**src/rtl/mlaccel_xspi_slave_if.sv**
```systemverilog
// Byte-level link between the host-link slave and the command state machine:
// host bytes out on din_*, response bytes in on dout_*.
interface mlaccel_xspi_slave_if;
  logic       din_valid;
  logic       din_start;
  logic [7:0] din_data;
  logic       dout_valid;
  logic       dout_ready;
  logic [7:0] dout_data;

  modport slave (
    output din_valid, din_start, din_data, dout_ready,
    input  dout_valid, dout_data
  );

  modport master (
    input  din_valid, din_start, din_data, dout_ready,
    output dout_valid, dout_data
  );
endinterface

```
**src/rtl/mlaccel_xspi_slave.sv**
```systemverilog
// Single/dual/quad host-link slave: synchronised pad sampling, byte receive,
// FIFO-buffered half/full-duplex transmit and a sticky framing/drop error.
module mlaccel_xspi_slave #(
  parameter int SYNC_STAGES = 3,
  parameter int OFIFO_DEPTH = 8
) (
  input  logic       clock,
  input  logic       reset,
  input  logic [1:0] mode,
  input  logic       spi_csb_di,
  input  logic       spi_clk_di,
  input  logic [3:0] spi_io_di,
  output logic [3:0] spi_io_do,
  output logic [3:0] spi_io_oe,
  output logic       spi_rdy_do,
  output logic       spi_err_do,
  input  logic       err_clear,
  mlaccel_xspi_slave_if.slave host
);
  localparam int PTR_W = $clog2(OFIFO_DEPTH);
  localparam int CNT_W = PTR_W + 1;
  localparam logic [CNT_W-1:0] FULL_COUNT = CNT_W'(OFIFO_DEPTH);

  typedef enum logic [1:0] {
    ST_IDLE    = 2'd0,
    ST_ACTIVE  = 2'd1,
    ST_LATCHED = 2'd2
  } state_t;

  state_t r_state, w_state_next;

  logic [SYNC_STAGES-1:0] r_csb_sync, r_clk_sync;
  logic [3:0]             r_io_sync [SYNC_STAGES];
  logic                   r_clk_prev;
  logic                   w_csb_s, w_clk_s, w_rise, w_fall;
  logic [3:0]             w_io_s;

  logic [1:0] r_mode_q, w_mode_next;
  logic [2:0] r_bitcnt, w_bitcnt_next, w_last_bit;
  logic [7:0] r_rx_sh, w_rx_next, w_rx_shifted;
  logic [7:0] r_tx_sh, w_tx_sh_next, w_tx_shifted;
  logic       r_first, w_first_next;
  logic       r_tx_active, w_tx_active_next;
  logic       r_din_valid, w_din_valid_next;
  logic       r_din_start, w_din_start_next;
  logic [7:0] r_din_data, w_din_data_next;
  logic [3:0] r_io_do, r_io_oe, w_io_do_next, w_io_oe_next, w_lane_oe, w_drive;
  logic       r_err, w_err_set, r_rdy, r_dout_ready;
  logic       w_pop, w_push, w_flush;

  logic [7:0]       r_mem [OFIFO_DEPTH];
  logic [PTR_W-1:0] r_wptr, r_rptr, w_wptr_next, w_rptr_next;
  logic [CNT_W-1:0] r_count, w_count_next;

  // csb resets to "selected" so a reset taken mid-transaction stays latched
  // until the real chip select is seen high through the synchroniser.
  always_ff @(posedge clock) begin
    if (reset) begin
      r_csb_sync <= '0;
      r_clk_sync <= '0;
      r_clk_prev <= 1'b0;
      for (int i = 0; i < SYNC_STAGES; i++) r_io_sync[i] <= 4'd0;
    end else begin
      r_csb_sync   <= {r_csb_sync[SYNC_STAGES-2:0], spi_csb_di};
      r_clk_sync   <= {r_clk_sync[SYNC_STAGES-2:0], spi_clk_di};
      r_io_sync[0] <= spi_io_di;
      for (int i = 1; i < SYNC_STAGES; i++) r_io_sync[i] <= r_io_sync[i-1];
      r_clk_prev   <= w_clk_s;
    end
  end

  assign w_csb_s = r_csb_sync[SYNC_STAGES-1];
  assign w_clk_s = r_clk_sync[SYNC_STAGES-1];
  assign w_io_s  = r_io_sync[SYNC_STAGES-1];
  assign w_rise  = w_clk_s & ~r_clk_prev;
  assign w_fall  = ~w_clk_s & r_clk_prev;
  assign w_push  = host.dout_valid & r_dout_ready;

  // Lane-width dependent shifts, byte length and output-enable pattern.
  always_comb begin
    w_rx_shifted = {r_rx_sh[3:0], w_io_s};
    w_tx_shifted = {r_tx_sh[3:0], 4'd0};
    w_last_bit   = 3'd1;
    w_lane_oe    = 4'b1111;
    case (r_mode_q)
      2'd0: begin
        w_rx_shifted = {r_rx_sh[6:0], w_io_s[0]};
        w_tx_shifted = {r_tx_sh[6:0], 1'b0};
        w_last_bit   = 3'd7;
        w_lane_oe    = 4'b0010;
      end
      2'd1: begin
        w_rx_shifted = {r_rx_sh[5:0], w_io_s[1:0]};
        w_tx_shifted = {r_tx_sh[5:0], 2'd0};
        w_last_bit   = 3'd3;
        w_lane_oe    = 4'b0011;
      end
      default: begin
        w_rx_shifted = {r_rx_sh[3:0], w_io_s};
        w_tx_shifted = {r_tx_sh[3:0], 4'd0};
        w_last_bit   = 3'd1;
        w_lane_oe    = 4'b1111;
      end
    endcase
  end

  // Transaction FSM with receive/transmit datapath next-state.
  always_comb begin
    w_state_next     = r_state;
    w_mode_next      = r_mode_q;
    w_bitcnt_next    = r_bitcnt;
    w_rx_next        = r_rx_sh;
    w_first_next     = r_first;
    w_tx_sh_next     = r_tx_sh;
    w_tx_active_next = r_tx_active;
    w_din_valid_next = 1'b0;
    w_din_start_next = 1'b0;
    w_din_data_next  = r_din_data;
    w_pop            = 1'b0;
    w_flush          = 1'b0;
    w_err_set        = 1'b0;
    case (r_state)
      ST_IDLE: begin
        if (!w_csb_s) begin
          w_state_next     = ST_ACTIVE;
          w_mode_next      = mode;
          w_bitcnt_next    = 3'd0;
          w_first_next     = 1'b1;
          w_tx_active_next = 1'b0;
        end else begin
          w_state_next = ST_IDLE;
        end
      end
      ST_ACTIVE: begin
        if (w_csb_s) begin
          w_state_next     = ST_IDLE;
          w_err_set        = (r_bitcnt != 3'd0) || (r_count != '0) || r_tx_active;
          w_bitcnt_next    = 3'd0;
          w_tx_active_next = 1'b0;
          w_tx_sh_next     = 8'd0;
          w_flush          = 1'b1;
        end else if (w_rise) begin
          w_rx_next = w_rx_shifted;
          if (r_bitcnt == w_last_bit) begin
            w_bitcnt_next = 3'd0;
            // Dual/quad share the lines, so a byte clocked during a tx slot is not data.
            w_din_valid_next = ~(r_tx_active & (r_mode_q != 2'd0));
            w_din_start_next = r_first & w_din_valid_next;
            w_din_data_next  = w_rx_shifted;
            w_first_next     = 1'b0;
          end else begin
            w_bitcnt_next = r_bitcnt + 3'd1;
          end
        end else if (w_fall) begin
          if (r_bitcnt == 3'd0) begin
            if (r_count != '0) begin
              w_pop            = 1'b1;
              w_tx_sh_next     = r_mem[r_rptr];
              w_tx_active_next = 1'b1;
            end else begin
              w_tx_active_next = 1'b0;
            end
          end else if (r_tx_active) begin
            w_tx_sh_next = w_tx_shifted;
          end else begin
            w_tx_sh_next = r_tx_sh;
          end
        end else begin
          w_state_next = ST_ACTIVE;
        end
      end
      ST_LATCHED: begin
        if (w_csb_s) begin
          w_state_next = ST_IDLE;
        end else begin
          w_state_next = ST_LATCHED;
        end
      end
      default: begin
        w_state_next = ST_LATCHED;
      end
    endcase
  end

  // Pad drive values follow the next tx shifter state so they land with it.
  always_comb begin
    case (r_mode_q)
      2'd0:    w_drive = {2'b00, w_tx_sh_next[7], 1'b0};
      2'd1:    w_drive = {2'b00, w_tx_sh_next[7:6]};
      default: w_drive = w_tx_sh_next[7:4];
    endcase
    if (w_tx_active_next) begin
      w_io_do_next = w_drive;
      w_io_oe_next = w_lane_oe;
    end else begin
      w_io_do_next = 4'd0;
      w_io_oe_next = 4'd0;
    end
  end

  // Output FIFO pointer and occupancy next-state; flush wins over push/pop.
  always_comb begin
    w_wptr_next  = r_wptr;
    w_rptr_next  = r_rptr;
    w_count_next = r_count;
    if (w_flush) begin
      w_wptr_next  = '0;
      w_rptr_next  = '0;
      w_count_next = '0;
    end else begin
      if (w_push) w_wptr_next = r_wptr + PTR_W'(1);
      else        w_wptr_next = r_wptr;
      if (w_pop)  w_rptr_next = r_rptr + PTR_W'(1);
      else        w_rptr_next = r_rptr;
      case ({w_push, w_pop})
        2'b10:   w_count_next = r_count + CNT_W'(1);
        2'b01:   w_count_next = r_count - CNT_W'(1);
        default: w_count_next = r_count;
      endcase
    end
  end

  // FIFO storage.
  always_ff @(posedge clock) begin
    if (w_push) r_mem[r_wptr] <= host.dout_data;
  end

  // Control, status and registered outputs.
  always_ff @(posedge clock) begin
    if (reset) begin
      r_state      <= ST_LATCHED;
      r_mode_q     <= 2'd0;
      r_bitcnt     <= 3'd0;
      r_rx_sh      <= 8'd0;
      r_tx_sh      <= 8'd0;
      r_first      <= 1'b0;
      r_tx_active  <= 1'b0;
      r_din_valid  <= 1'b0;
      r_din_start  <= 1'b0;
      r_din_data   <= 8'd0;
      r_io_do      <= 4'd0;
      r_io_oe      <= 4'd0;
      r_err        <= 1'b0;
      r_rdy        <= 1'b0;
      r_dout_ready <= 1'b0;
      r_wptr       <= '0;
      r_rptr       <= '0;
      r_count      <= '0;
    end else begin
      r_state      <= w_state_next;
      r_mode_q     <= w_mode_next;
      r_bitcnt     <= w_bitcnt_next;
      r_rx_sh      <= w_rx_next;
      r_tx_sh      <= w_tx_sh_next;
      r_first      <= w_first_next;
      r_tx_active  <= w_tx_active_next;
      r_din_valid  <= w_din_valid_next;
      r_din_start  <= w_din_start_next;
      r_din_data   <= w_din_data_next;
      r_io_do      <= w_io_do_next;
      r_io_oe      <= w_io_oe_next;
      r_err        <= w_err_set | (r_err & ~err_clear);
      r_rdy        <= (w_count_next != '0);
      r_dout_ready <= (w_count_next != FULL_COUNT);
      r_wptr       <= w_wptr_next;
      r_rptr       <= w_rptr_next;
      r_count      <= w_count_next;
    end
  end

  assign host.din_valid  = r_din_valid;
  assign host.din_start  = r_din_start;
  assign host.din_data   = r_din_data;
  assign host.dout_ready = r_dout_ready;
  assign spi_io_do       = r_io_do;
  assign spi_io_oe       = r_io_oe;
  assign spi_rdy_do      = r_rdy;
  assign spi_err_do      = r_err;
endmodule
```
**src/flat_wrapper.sv**
```systemverilog
// flat-port wrapper written by rule: the top's interface ports become plain ports
module mlaccel_xspi_slave_flat 
#(
  parameter int SYNC_STAGES = 3,
  parameter int OFIFO_DEPTH = 8
)
  (clock, reset, mode, spi_csb_di, spi_clk_di, spi_io_di, spi_io_do, spi_io_oe, spi_rdy_do, spi_err_do, err_clear, host_din_valid, host_din_start, host_din_data, host_dout_ready, host_dout_valid, host_dout_data);
  mlaccel_xspi_slave_if host_i ();
  input  logic clock;
  input  logic reset;
  input  logic [1:0] mode;
  input  logic spi_csb_di;
  input  logic spi_clk_di;
  input  logic [3:0] spi_io_di;
  output logic [3:0] spi_io_do;
  output logic [3:0] spi_io_oe;
  output logic spi_rdy_do;
  output logic spi_err_do;
  input  logic err_clear;
  output wire logic [$bits(host_i.din_valid)-1:0] host_din_valid;
  output wire logic [$bits(host_i.din_start)-1:0] host_din_start;
  output wire logic [$bits(host_i.din_data)-1:0] host_din_data;
  output wire logic [$bits(host_i.dout_ready)-1:0] host_dout_ready;
  input wire logic [$bits(host_i.dout_valid)-1:0] host_dout_valid;
  input wire logic [$bits(host_i.dout_data)-1:0] host_dout_data;
  assign host_din_valid = host_i.din_valid;
  assign host_din_start = host_i.din_start;
  assign host_din_data = host_i.din_data;
  assign host_dout_ready = host_i.dout_ready;
  assign host_i.dout_valid = host_dout_valid;
  assign host_i.dout_data = host_dout_data;
  mlaccel_xspi_slave #(.SYNC_STAGES(SYNC_STAGES), .OFIFO_DEPTH(OFIFO_DEPTH)) u_core (.clock(clock), .reset(reset), .mode(mode), .spi_csb_di(spi_csb_di), .spi_clk_di(spi_clk_di), .spi_io_di(spi_io_di), .spi_io_do(spi_io_do), .spi_io_oe(spi_io_oe), .spi_rdy_do(spi_rdy_do), .spi_err_do(spi_err_do), .err_clear(err_clear), .host(host_i));
endmodule
```
**config.mk**
```make
export PLATFORM = sky130hd
export DESIGN_NAME = mlaccel_xspi_slave_flat
export DESIGN_NICKNAME = d
export VERILOG_FILES = /design/src/rtl/mlaccel_xspi_slave_if.sv /design/src/rtl/mlaccel_xspi_slave.sv /design/src/flat_wrapper.sv
export SDC_FILE = /design/constraint.sdc
export NUM_CORES = 1
export LEC_CHECK = 0
export ABC_AREA = 1
export BUFFER_PORTS_ARGS = -buffer_cell sky130_fd_sc_hd__buf_2
export CAP_MARGIN = 0
export CORE_MARGIN = 5
export CORE_UTILIZATION = 64
export CTS_CLUSTER_DIAMETER = 60
export DETAILED_ROUTE_END_ITERATION = 8
export HOLD_SLACK_MARGIN = 0.1
export PLACE_DENSITY = 0.92
export SETUP_SLACK_MARGIN = 0.3
export SYNTH_ARGS = -nofsm -noshare
export SYNTH_HDL_FRONTEND = slang
export SYNTH_SLANG_ARGS = --single-unit
```
**constraint.sdc**
```tcl
create_clock -name clock -period 7.2 [get_ports clock]
set_clock_uncertainty 0.15 [all_clocks]
set_input_delay 0 -clock clock [delete_from_list [all_inputs] [get_ports clock]]
set_output_delay 0 -clock clock [all_outputs]
set_load 0.03 [all_outputs]
```
Yosys cells after proc, flatten, opt, wreduce, memory -nomap -nowiden
Memory sizes are Yosys's and may differ from the RTL's. A register that Yosys moved wholly into a read port is not among the register bits.
Index checks and enable logic that the tools add are counted.

operators by class
  bitwise operators = 19
  equality and inequality tests = 16
  add/subtract/negate cells = 5
  reductions and logical operators = 22
  muxes and demuxes = 56

operator list
  kind                                                                     number
  8-bit two-way mux                                                        7
  8-bit case mux with 2 select lines                                       2
  1-bit two-way mux                                                        25
  4-bit case mux with 2 select lines                                       3
  3-bit two-way mux                                                        6
  4-bit two-way mux                                                        4
  3-bit case mux with 2 select lines                                       2
  5-bit AND reduction                                                      2
  3-bit by 1-bit adder with 3-bit output, second input constant            3
  1-bit inverter                                                           9
  2-bit two-way mux                                                        4
  4-bit nonzero test                                                       2
  1-bit AND                                                                6
  2-bit by 1-bit == test with 1-bit output, second input constant          3
  2-bit by 1-bit inequality test with 1-bit output, second input constant  3
  3-bit by 1-bit inequality test with 1-bit output, second input constant  2
  3-bit by 2-bit inequality test with 1-bit output, second input constant  2
  2-bit case mux with 3 select lines                                       1
  3-bit AND reduction                                                      2
  2-bit nonzero test                                                       3
  3-bit nonzero test                                                       2
  5-bit OR reduction                                                       1
  4-bit by 1-bit adder with 4-bit output, second input constant            1
  2-bit == test, second input constant                                     2
  12 further kinds                                                         21

word-level totals
  memories = 2
  input bits = 20
  output and inout port bits = 21
  RAM bits = 76
  word-level logic and storage cells = 142
  flip-flop bits (word level) = 62

memory list
  name              depth  bits a word  rd ports  clocked after Yosys merged registers in  write ports  line                      source
  u_core.r_mem      8      8            1         1                                        1            mlaccel_xspi_slave.sv:51  logic [7:0] r_mem [OFIFO_DEPTH];
  u_core.r_io_sync  3      4            3         0                                        3            mlaccel_xspi_slave.sv:33  logic [3:0] r_io_sync [SYNC_STAGES];

Logic depth before layout (Yosys ltp)
Gate-level depths: netlist of run 1.

  word-level depth = 11
  depth in mapped cells = 19

Worst setup path after synthesis of run 1
Ideal clock, no wire load.

  path kind = register to register
  start point = reg u_core.r_bitcnt[0]
  end point = reg u_core.r_dout_ready, in the netlist u_core.host.dout_ready
  path buffers = 0
  arrival = 2,181 ps
  setup time = 114 ps
  setup slack = 4,755 ps
  cell stages (with the launch flop) = 18
  required time = 6,936 ps
  path through = dfxtp_1 > inv_1 > ha_1 > nand2_1 > inv_2 > nand3_4 > clkinv_2 > ha_1 > nor2_1 > nor2_1 > ha_1 > a21oi_1 > xor2_1 > nand2_1 > o211ai_2 > inv_2 > nor2_2 > nand2_1

between the ends
  word-level cells in the longest chain between the ends = 10

ends and longest elaborated chain
  item                                                                       line                       source
  start: declaration                                                         mlaccel_xspi_slave.sv:39   logic [2:0] r_bitcnt, w_bitcnt_next, w_last_bit;
  start signal: assignment                                                   mlaccel_xspi_slave.sv:252  r_bitcnt <= w_bitcnt_next;
  3-bit zero test *                                                          mlaccel_xspi_slave.sv:155  if (r_bitcnt == 3'd0) begin
  1-bit two-way mux *                                                        mlaccel_xspi_slave.sv:155
  1-bit two-way mux *                                                        mlaccel_xspi_slave.sv:154  end else if (w_fall) begin
  1-bit two-way mux *                                                        mlaccel_xspi_slave.sv:142  end else if (w_rise) begin
  1-bit two-way mux *                                                        mlaccel_xspi_slave.sv:135  if (w_csb_s) begin
  1-bit two-way mux *                                                        mlaccel_xspi_slave.sv:122  case (r_state)
  2-bit by 1-bit == test with 1-bit output or 2-bit == test (tied branches)  mlaccel_xspi_slave.sv:215  case ({w_push, w_pop})
  4-bit case mux with 2 select lines *                                       mlaccel_xspi_slave.sv:215
  4-bit two-way mux *                                                        mlaccel_xspi_slave.sv:206  if (w_flush) begin
  4-bit inequality test *                                                    mlaccel_xspi_slave.sv:264  r_dout_ready <= (w_count_next != FULL_COUNT);
  end signal: assignment                                                     mlaccel_xspi_slave.sv:264
  end: declaration                                                           mlaccel_xspi_slave.sv:48   logic r_err, w_err_set, r_rdy, r_dout_ready;

Mark *: on every way between the ends. The rest lies on a longest branch, timed or not.
A chain may end at the register's enable or synchronous reset.

Worst setup path in the final report of run 1
  start point = reg u_core.r_bitcnt[0]
  end point = reg u_core.r_rdy, in the netlist u_core.spi_rdy_do

between the ends
  word-level cells in the longest chain between the ends = 10

ends and longest elaborated chain
  item                                                                       line                       source
  3-bit zero test *                                                          mlaccel_xspi_slave.sv:155
  1-bit two-way mux *                                                        mlaccel_xspi_slave.sv:155
  1-bit two-way mux *                                                        mlaccel_xspi_slave.sv:154
  1-bit two-way mux *                                                        mlaccel_xspi_slave.sv:142
  1-bit two-way mux *                                                        mlaccel_xspi_slave.sv:135
  1-bit two-way mux *                                                        mlaccel_xspi_slave.sv:122
  2-bit by 1-bit == test with 1-bit output or 2-bit == test (tied branches)  mlaccel_xspi_slave.sv:215
  4-bit case mux with 2 select lines *                                       mlaccel_xspi_slave.sv:215
  4-bit two-way mux *                                                        mlaccel_xspi_slave.sv:206
  4-bit nonzero test *                                                       mlaccel_xspi_slave.sv:263  r_rdy <= (w_count_next != '0);
  end signal: assignment                                                     mlaccel_xspi_slave.sv:263
  end: declaration                                                           mlaccel_xspi_slave.sv:48

Marked as above.

==> results of run 1 <==
==> through the flow <==
stage | instances | hold slack (ns) | instance area (sq um)
after detailed placement | 765 | 0.0598 | 6080
after global routing | 829 | 0.147 | 6950
after global placement | 765 | 0.0494 | 6080
after floorplan | 636 | -0.0511 | 5850
final | 829 | 0.134 | 6950
after CTS | 829 | 0.125 | 6950
==> worst reg2reg max path, stage by stage, from the launching register on <==
cell,delay [ns]
dfxtp_1,0.40
inv_1,0.07
ha_1,0.20
nand2_1,0.17
inv_2,0.13
nand3_4,0.13
clkinv_2,0.11
ha_1,0.27
nor2_1,0.13
nor2_1,0.07
ha_1,0.20
a21oi_1,0.17
xor2_1,0.20
nand2_1,0.09
o211ai_2,0.07
inv_2,0.06
nor2_2,0.09
nand2_1,0.07
==> worst max-delay path by stage <==
| stage | slack, ns | cells after the start | endpoint |
|---|---|---|---|
| floorplan | 4.76 | 17 | u_core.host.dout_ready |
| global placement | 4.62 | 17 | u_core.host.dout_ready |
| detailed placement | 4.45 | 17 | u_core.spi_rdy_do |
| CTS | 4.36 | 17 | u_core.spi_rdy_do |
| global route | 4.09 | 17 | u_core.spi_rdy_do |
| finish | 4.30 | 17 | u_core.spi_rdy_do |
==> cells in the final DEF, fill, tap and decap left out, types with 3 or more instances in the layout <==
cell type | synthesis | layout
nand2_4 | 3 | 3
nand3_1 | 58 | 58
o221ai_1 | 7 | 7
clkinv_2 | 1 | 3
o21ai_0 | 41 | 41
inv_1 | 77 | 77
nor2_1 | 66 | 66
dlygate4sd3_1 | 0 | 32
dfxtp_1 | 76 | 76
ha_1 | 7 | 7
clkinv_4 | 0 | 3
o21ai_1 | 3 | 3
clkbuf_16 | 0 | 16
buf_2 | 10 | 40
a21oi_1 | 38 | 38
a21oi_2 | 4 | 4
clkinvlp_4 | 0 | 3
nor2_4 | 6 | 6
clkbuf_1 | 8 | 5
nand2_2 | 8 | 8
nand2_1 | 117 | 117
inv_2 | 11 | 11
edfxtp_1 | 64 | 64
==> flip-flops by register name, indices dropped and copies added (netlist names), named ones only <==
signal	cells
u_core.r_state	2
u_core.r_wptr	3
u_core.r_mem	64
u_core.r_rptr	3
u_core.r_tx_active	1
u_core.host.dout_ready	1
u_core.r_rx_sh	7
u_core.host.din_valid	1
u_core.r_mode_q	2
u_core.spi_io_oe	3
u_core.spi_io_do	4
u_core.r_tx_sh	8
u_core.r_first	1
u_core.spi_rdy_do	1
u_core.r_io_sync	12
u_core.host.din_start	1
u_core.spi_err_do	1
u_core.r_clk_sync	3
u_core.r_clk_prev	1
u_core.host.din_data	8
u_core.r_bitcnt	3
u_core.r_csb_sync	3
u_core.r_count	4
==> cell type report <==
type / count / area share [%]
tap: 111 / 2.00
clock buffer: 22 / 6.23
sequential: 140 / 49.5
inverter: 89 / 4.82
multi-input combinational: 384 / 28.1
clock inverter: 10 / 1.71
timing repair buffer: 73 / 7.60
==> repair_timing <==
action	CTS	global route
hold buffers	32	0
buffers inserted	0	0
hold endpoints to repair	133	0
==> power groups by stage <==
stage                     Combinational, mW  Sequential [mW]  Clock (mW)
after CTS                            0.0918            0.860       0.814
after detailed placement             0.0766            0.876           0
final                                0.0950            0.861       0.817
after global routing                  0.105            0.862       0.859
after floorplan                      0.0494            0.878           0
after global placement               0.0724            0.875           0
==> logic make-up after synthesis <==
group,after synthesis
adders and majority gates,7
buffers and inverters,112
AOI/OAI and AO/OA,102
xor gates and xnor gates,5
and+or+nand+nor,270
DFF,140
==> routing by layer <==
layer	wire length [um]	vias to the layer above	global-route usage [%]
met5	0	-	0
met4	794	0	15.1
met3	1520	89	7.23
met2	7310	361	45.8
met1	5420	2268	33.4
li1	-	2225	-
==> flow_metrics.env, run 1 <==
export IMPL_max_cap_violations=0
export IMPL_synth_area_sq_um=5850
export IMPL_io_pins=41
export IMPL_vias=4943
export IMPL_routed_wl_um=15000
export IMPL_place_ws_ns=4.45
export IMPL_hold_path_endpoint="u_core.r_mem[0][2]"
export IMPL_synth_compound_area_share_pct=9.94
export IMPL_combPwrFrac_pct=5.4
export IMPL_grt_usage_pct=27.8
export IMPL_ys_top_cells_by_count="nand2_1, inv_1, dfxtp_1"
export IMPL_drc_errors=0
export IMPL_critical_path_required_ns=7.46
export IMPL_antenna_found_initial=0
export IMPL_r2r_cells=17
export IMPL_p_leak_nw=2.90
export IMPL_setup_tns_ns=0
export IMPL_cts_tree="yes"
export IMPL_r2r_slack_ns=4.30
export IMPL_start_kind="flip-flop"
export IMPL_yosysTopAreaCell="edfxtp_1"
export IMPL_holdCritStartpoint="host_dout_data[2]"
export IMPL_yosys_warnings=0
export IMPL_setup_viol_count_final=0
export IMPL_ir_drop_mv=0.205
export IMPL_clock_sinks=140
export IMPL_synthAdderAreaFrac_pct=1.50
export IMPL_post_route_period_util_pct=40.3
export IMPL_r2r_end="u_core.spi_rdy_do"
export IMPL_hold_path_depth=2
export IMPL_cp_slowest_cell="dfxtp_1"
export IMPL_die_area_sq_um=11200
export IMPL_synth_top_area_share_pct=32.8
export IMPL_yosys_area_share_simple_pct=21.1
export IMPL_fmax_mhz=345
export IMPL_cts_root_buf="clkbuf_8"
export IMPL_hold_violations=0
export IMPL_timing_final_crit_period_ns=2.90
export IMPL_area_growth_pct=18.7
export IMPL_synth_mux_area_share_pct=0
export IMPL_yosysSeqAreaShare_pct=58.8
export IMPL_gr_total_overflow=0
export IMPL_synth_edff_count=64
export IMPL_fp_row_count=35
export IMPL_cp_top_family="simple AND/OR/NAND/NOR gates"
export IMPL_post_synth_top_count_cell="nand2_1"
export IMPL_cp_buffers_inverters=4
export IMPL_worst_pin_slew_ns=1.00
export IMPL_crit_chain="inv_1, ha_1, nand2_1, inv_2, nand3_4, clkinv_2, ha_1, nor2_1, nor2_1, ha_1, a21oi_1, xor2_1, nand2_1, o211ai_2, inv_2, nor2_2, nand2_1"
export IMPL_grt_pass1_vias=4949
export IMPL_nets=732
export IMPL_hpwl_um=8100
export IMPL_netlist_top_cells_area="edfxtp_1, dfxtp_1, nand2_1"
export IMPL_yosys_register_bits=140
export IMPL_seqPwrFrac_pct=48.6
export IMPL_netlist_instances=636
export IMPL_clockBufferDepth=2
export IMPL_die_width_um=106
export IMPL_drive_above_1_share_pct=15.5
export IMPL_multi_input_area_sq_um=1950
export IMPL_wire_per_inst_um=18.1
export IMPL_register_area_sq_um=3440
export IMPL_synth_flop_cell="dfxtp_1"
export IMPL_finalWorstSetupSlack_ns=4.30
export IMPL_synth_async_reset_ratio_pct=0
export IMPL_worst_setup_path_type="reg2reg"
export IMPL_clkSlewWorstSetupHoldPaths_ns=0.06
export IMPL_rsz0062_at_grt="false"
export IMPL_p_sw_share_pct=22.4
export IMPL_slew_violations=0
export IMPL_post_route_util_pct=76.7
export IMPL_antenna_cells=0
export IMPL_slowest_delay_ns=0.40
export IMPL_p_total_mw=1.77
export IMPL_critPathArrivalTime_ns=3.16
export IMPL_clock_latency_ns=0.52
export IMPL_core_sq_um=9060
export IMPL_maxSlewHeadroom_pct=32.8
export IMPL_h_tree_depth=4
export IMPL_start_util_pct=64.6
export IMPL_crit_start="u_core.r_bitcnt[0]"
export IMPL_path_max_fanout=8
export IMPL_hold_path_class="in2reg"
export IMPL_avgSynthCellArea_sq_um=9.20
export IMPL_crit_path_end_kind="flip-flop"
export IMPL_die_h_um=106
export IMPL_r2r_start="u_core.r_bitcnt[0]"
export IMPL_grt_pass1_wl_um=24200
export IMPL_vias_per_cell=5.96
export IMPL_gp_routability_congestion=0.892
export IMPL_p_clk_share_pct=46.1
export IMPL_synth_nets=663
export IMPL_first_iter_violations=758
export IMPL_p_int_mw=1.38
export IMPL_synth_xor_area_share_pct=0.876
export IMPL_port_buffer_count=40
export IMPL_n_fill_cell=496
export IMPL_first_pass_iters=7
export IMPL_antenna_left=0
export IMPL_cts_buffers=17
export IMPL_ctsResizeCount=0
export IMPL_power_switching_mw=0.397
export IMPL_grt_max_degree=36
export IMPL_yosysUniqueCellTypes=42
export IMPL_synth_top_family_by_area="simple AND/OR/NAND/NOR gates"
export IMPL_power_density_nw_per_um2=255
export IMPL_outcome="complete, no violations"
Note: power is estimated with default switching activity, not from simulation.
==> run 2: changes to the inputs <==
--- a/config.mk
+++ b/config.mk
@@ -9,11 +9,11 @@
 export BUFFER_PORTS_ARGS = -buffer_cell sky130_fd_sc_hd__buf_2
 export CAP_MARGIN = 0
 export CORE_MARGIN = 5
-export CORE_UTILIZATION = 64
+export CORE_UTILIZATION = 54
 export CTS_CLUSTER_DIAMETER = 60
 export DETAILED_ROUTE_END_ITERATION = 8
 export HOLD_SLACK_MARGIN = 0.1
-export PLACE_DENSITY = 0.92
+export PLACE_DENSITY = 0.83
 export SETUP_SLACK_MARGIN = 0.3
 export SYNTH_ARGS = -nofsm -noshare
 export SYNTH_HDL_FRONTEND = slang
==> constraint.sdc (replaced) <==
create_clock -name clock -period 2.55 [get_ports clock]
set_clock_uncertainty 0.15 [all_clocks]
set_input_delay 0 -clock clock [delete_from_list [all_inputs] [get_ports clock]]
set_output_delay 0 -clock clock [all_outputs]
set_load 0.03 [all_outputs]
==> run 2 against run 1 <==
Sequential power grew to 2.8 times the previous value. Largest cell class unchanged. Via count increased by 0.45%. Utilization fell by 8.2 points. Clock-buffer cell count down 2. First-iteration DRC count shrank 33%. Hold slack got worse by 0.0090 ns.
==> flow_metrics.env, run 2 (same netlist as run 1, synthesis figures left out) <==
export IMPL_outcome="complete, no violations"
export IMPL_die_width_um=114
export IMPL_die_h_um=114
export IMPL_grt_use_met2_pct=40.4
export IMPL_hpwl_um=8440
export IMPL_antenna_left=0
export IMPL_gp_routability_congestion=0.835
export IMPL_antenna_found_initial=0
export IMPL_wire_per_inst_um=17.4
export IMPL_h_tree_depth=4
export IMPL_grt_usage_pct=24.3
export IMPL_io_pins=41
export IMPL_first_pass_iters=5
export IMPL_cts_buffers=17
export IMPL_timing_final_crit_period_ns=2.33
export IMPL_clock_latency_ns=0.53
export IMPL_vias=4965
export IMPL_setup_viol_count_final=0
export IMPL_start_kind="flip-flop"
export IMPL_fin_area_sq_um=7360
export IMPL_finalWorstSetupSlack_ns=0.219
export IMPL_cp_slowest_cell="dfxtp_2"
export IMPL_worst_pin_slew_ns=0.516
export IMPL_antenna_cells=0
export IMPL_cp_top_family="simple AND/OR/NAND/NOR gates"
export IMPL_clock_sinks=140
export IMPL_met1_usage_pct=27.9
export IMPL_met3_usage_pct=7.03
export IMPL_critical_path_most_common_cell="nand2_1"
export IMPL_place_ws_ns=0.0679
export IMPL_nets=765
export IMPL_largest_register="u_core.r_mem"
export IMPL_vias_per_cell=5.57
export IMPL_top_regs="u_core.r_mem x64, u_core.r_io_sync x12"
export IMPL_slew_violations=0
export IMPL_dpl_cell_area_sq_um=6230
export IMPL_clockBufferDepth=2
export IMPL_p_leak_nw=3.09
export IMPL_core_sq_um=10700
export IMPL_first_iter_violations=507
export IMPL_die_area_sq_um=13000
export IMPL_cts_root_buf="clkbuf_8"
export IMPL_max_cap_violations=0
export IMPL_post_route_period_util_pct=91.4
export IMPL_path_max_fanout=3
export IMPL_gr_total_overflow=0
export IMPL_hold_path_class="in2reg"
export IMPL_drc_errors=0
export IMPL_slowest_delay_ns=0.34
export IMPL_power_density_nw_per_um2=703
export IMPL_final_common_cell="nand2_1"
export IMPL_grt_pass1_vias=4936
export IMPL_critPathArrivalTime_ns=2.60
export IMPL_fp_row_count=38
export IMPL_start_util_pct=54.5
export IMPL_routed_wl_um=15500
export IMPL_final_cell_mix="nand2_1, inv_1, dfxtp_1"
export IMPL_ir_drop_mv=0.471
export IMPL_grt_max_degree=33
export IMPL_largest_register_ffs=64
export IMPL_crit_path_end_kind="flip-flop"
export IMPL_gr_max_usage_layer="met2"
export IMPL_critical_path_required_ns=2.82
export IMPL_n_fill_cell=767
export IMPL_port_buffer_count=40
export IMPL_cts_tree="yes"
export IMPL_area_growth_pct=25.7
export IMPL_rsz0062_at_grt="true"
export IMPL_grt_pass1_wl_um=24300
export IMPL_cp_buffers_inverters=5
export IMPL_setup_tns_ns=0
export IMPL_maxSlewHeadroom_pct=65.6
export IMPL_p_total_mw=5.17
export IMPL_fmax_mhz=429
export IMPL_whs_ns=0.125
export IMPL_worst_setup_path_type="reg2reg"
export IMPL_clkSlewWorstSetupHoldPaths_ns=0.06
export IMPL_hold_violations=0
export IMPL_crit_chain="inv_2, ha_4, nand2_2, inv_4, nand3_4, clkinv_4, ha_4, nand2_2, inv_2, buf_4, o21ai_1, nand3_1, nand2_1, nand2_1, nand2_1, nand2_1, nand2_1, nand2_2"
export IMPL_drive_above_1_share_pct=21.8
==> run 2: report_power, final <==
part           total, mW  switching [mW]  internal (mW)  leakage (nW)
clock network       2.44           0.928           1.51         0.272
logic              0.305           0.184          0.121          1.62
registers           2.43          0.0318           2.40          1.20
total               5.17            1.14           4.03          3.09
==> run 2: final cells by class <==
class	count	area, sq um	share of cell area [%]
inverters	89	342	4.64
repair buffers	106	783	10.6
clock inverters	12	146	1.99
multi-input cells	384	2020	27.5
flip-flops and latches	140	3450	46.9
well taps	140	175	2.38
clock buffers	20	435	5.92
==> run 2: what timing repair did <==
item,4_1_cts,5_1_grt
gates resized for setup,14,11
pin swaps,9,7
endpoints found under the hold margin,172,0
setup endpoints to repair,3,5
setup buffers,14,4
gates cloned,0,0
hold buffers,35,0
==> run 2: final timing paths <==
check	start	endpoint	slack (ns)	cells after the start
min	host_dout_data[1]	u_core.r_mem[3][1]	0.13	2
max reg2reg	u_core.r_bitcnt[1]	u_core.host.dout_ready	0.22	18
max	u_core.r_bitcnt[1]	u_core.host.dout_ready	0.22	18
min reg2reg	u_core.r_csb_sync[0]	u_core.r_csb_sync[1]	0.25	2
==> run 2: through the flow <==
step,cells,utilization (%)
5_1_grt,891,68.5
6_report,891,68.5
2_1_floorplan,636,-
3_3_place_gp,806,58.0
3_5_place_dp,806,58.0
4_1_cts,887,68.0
==> run 2: per-layer routing <==
metal	share of wire (%)	wire (um)
met1	37	5750
met2	49	7590
met3	7.9	1230
met4	6.1	939
met5	0	0
==> run 3: changes to the inputs <==
--- a/config.mk
+++ b/config.mk
@@ -9,11 +9,11 @@
 export BUFFER_PORTS_ARGS = -buffer_cell sky130_fd_sc_hd__buf_2
 export CAP_MARGIN = 0
 export CORE_MARGIN = 5
-export CORE_UTILIZATION = 54
+export CORE_UTILIZATION = 39
 export CTS_CLUSTER_DIAMETER = 60
 export DETAILED_ROUTE_END_ITERATION = 8
 export HOLD_SLACK_MARGIN = 0.1
-export PLACE_DENSITY = 0.83
+export PLACE_DENSITY = 0.66
 export SETUP_SLACK_MARGIN = 0.3
 export SYNTH_ARGS = -nofsm -noshare
 export SYNTH_HDL_FRONTEND = slang
==> run 3 against run 2 <==
Die area grew 35%. Power grew 0.60%. Non-clock buffer count is 6 lower. Highest routed layer unchanged. Worst setup slack improved by 0.032 ns. Critical path type unchanged. Fmax rose by 1.4%. Register-to-register slack improved by 0.03 ns. Global-route usage decreased by 8.9 points.
==> flow_metrics.env, run 3 (same netlist as run 1, synthesis figures left out) <==
export IMPL_outcome="complete, no violations"
export IMPL_h_tree_depth=4
export IMPL_power_density_nw_per_um2=706
export IMPL_critical_path_required_ns=2.71
export IMPL_hpwl_um=8310
export IMPL_setup_viol_count_final=0
export IMPL_finalWorstSetupSlack_ns=0.251
export IMPL_r2r_cells=17
export IMPL_hold_violations=0
export IMPL_nets=759
export IMPL_final_cells=929
export IMPL_crit_path_end_kind="flip-flop"
export IMPL_clock_latency_ns=0.41
export IMPL_cts_buffers=17
export IMPL_largest_register_ffs=64
export IMPL_antenna_found_initial=0
export IMPL_final_cell_mix="nand2_1, inv_1, dfxtp_1"
export IMPL_grt_pass1_wl_um=21800
export IMPL_max_cap_violations=0
export IMPL_gr_total_overflow=0
export IMPL_clockBufferDepth=2
export IMPL_dp_cells=851
export IMPL_clock_sinks=140
export IMPL_first_pass_iters=4
export IMPL_io_pins=41
export IMPL_die_width_um=133
export IMPL_antenna_left=0
export IMPL_grt_usage_pct=15.4
export IMPL_worst_setup_path_type="reg2reg"
export IMPL_critPathArrivalTime_ns=2.46
export IMPL_worst_pin_slew_ns=0.489
export IMPL_dr_wl_met2_um=6590
export IMPL_grt_max_degree=35
export IMPL_cts_tree="yes"
export IMPL_vias_per_cell=4.93
export IMPL_p_leak_nw=3.09
export IMPL_first_iter_violations=316
export IMPL_top_regs="u_core.r_mem x64, u_core.r_io_sync x12"
export IMPL_place_ws_ns=0.107
export IMPL_wire_per_inst_um=14.3
export IMPL_path_max_fanout=3
export IMPL_slew_violations=0
export IMPL_antenna_cells=0
export IMPL_hold_path_depth=2
export IMPL_area_growth_pct=26.0
export IMPL_n_fill_cell=1271
export IMPL_clkSlewWorstSetupHoldPaths_ns=0.06
export IMPL_gp_routability_congestion=0.833
export IMPL_final_common_cell="nand2_1"
export IMPL_die_h_um=133
export IMPL_core_sq_um=14600
export IMPL_start_util_pct=40.0
export IMPL_port_buffer_count=40
export IMPL_met1_length_um=5900
export IMPL_route_met3_wl_um=591
export IMPL_maxUsedRoutingLayer="met4"
export IMPL_cts_root_buf="clkbuf_16"
export IMPL_fp_row_count=44
export IMPL_vias=4580
export IMPL_grt_pass1_vias=4485
export IMPL_routed_wl_um=13300
export IMPL_fmax_mhz=435
export IMPL_post_route_period_util_pct=90.1
export IMPL_die_area_sq_um=17600
export IMPL_drc_errors=0
export IMPL_largest_register="u_core.r_mem"
export IMPL_setup_tns_ns=0
export IMPL_rsz0062_at_grt="true"
export IMPL_timing_final_crit_period_ns=2.30
export IMPL_ir_drop_mv=0.404
export IMPL_drive_above_1_share_pct=22.4
export IMPL_hold_path_class="in2reg"
export IMPL_maxSlewHeadroom_pct=67.4
export IMPL_start_kind="flip-flop"
==> run 3: cell count changes in the layout (fill, tap and decap cells not counted), sizes merged <==
cell,change
inv,-1
clkinv,+3
bufinv,-1
dlygate4sd3,-8
buf,+2
clkbuf,+2
clkinvlp,-3
==> run 3: cell type report <==
class / count / area (sq um) / area share (%)
clock buffer: 22 / 495 / 6.72
inverter: 89 / 342 / 4.63
clock inverter: 10 / 113 / 1.53
tap: 184 / 230 / 3.12
multi-input combinational: 384 / 2020 / 27.5
sequential: 140 / 3450 / 46.8
timing repair buffer: 100 / 718 / 9.74
==> run 3: final timing paths <==
kind	endpoint	slack (ns)	from
setup / recovery	u_core.host.dout_ready	0.25	u_core.r_state[1]
hold / removal	u_core.r_mem[3][1]	0.25	host_dout_data[1]
setup reg to reg	u_core.host.dout_ready	0.25	u_core.r_state[1]
hold reg to reg	u_core.r_csb_sync[2]	0.25	u_core.r_csb_sync[1]
==> run 3: per-stage QoR <==
stage | area (sq um) | hold WS (ns) | utilization (%) | power, mW
after floorplan | 5880 | -0.0511 | - | 2.62
after global placement | 6290 | 0.0491 | 43.0 | 2.69
after detailed placement | 6290 | 0.0707 | 43.0 | 2.70
after CTS | 7280 | 0.232 | 49.7 | 5.21
after global routing | 7370 | 0.262 | 50.4 | 5.39
final | 7370 | 0.245 | 50.4 | 5.20
==> run 3: timing repair <==
item / CTS / global route
pin swaps: 10 / 10
gates resized for setup: 14 / 10
endpoints found under the hold margin: 137 / 0
setup buffers: 10 / 9
setup endpoints to repair: 3 / 4
cloned: 0 / 0
hold buffers: 27 / 0
==> run 3: report_power, final <==
part           switching (mW)  internal, mW  leakage (nW)
clock network           0.915          1.57         0.299
registers              0.0296          2.40          1.20
logic                   0.171         0.117          1.60
==> run 3: critical path, cell delays in order, from the launching register on <==
cell	delay, ns
dfxtp_4	0.36
nor2_4	0.13
nand2_4	0.07
nor2_4	0.12
nand3_4	0.10
clkinv_4	0.06
ha_4	0.15
nand2_2	0.05
inv_2	0.08
nor2_4	0.04
ha_2	0.17
a21oi_2	0.13
xor2_1	0.20
nand2_1	0.09
o211ai_2	0.07
inv_2	0.06
nor2_4	0.09
nand2_1	0.06
==> run 3: layer usage <==
layer,track usage [%],vias to the layer above
met5,0,-
met3,3.61,25
met2,25.2,116
li1,-,2276
met1,19.7,2163
met4,6.12,0
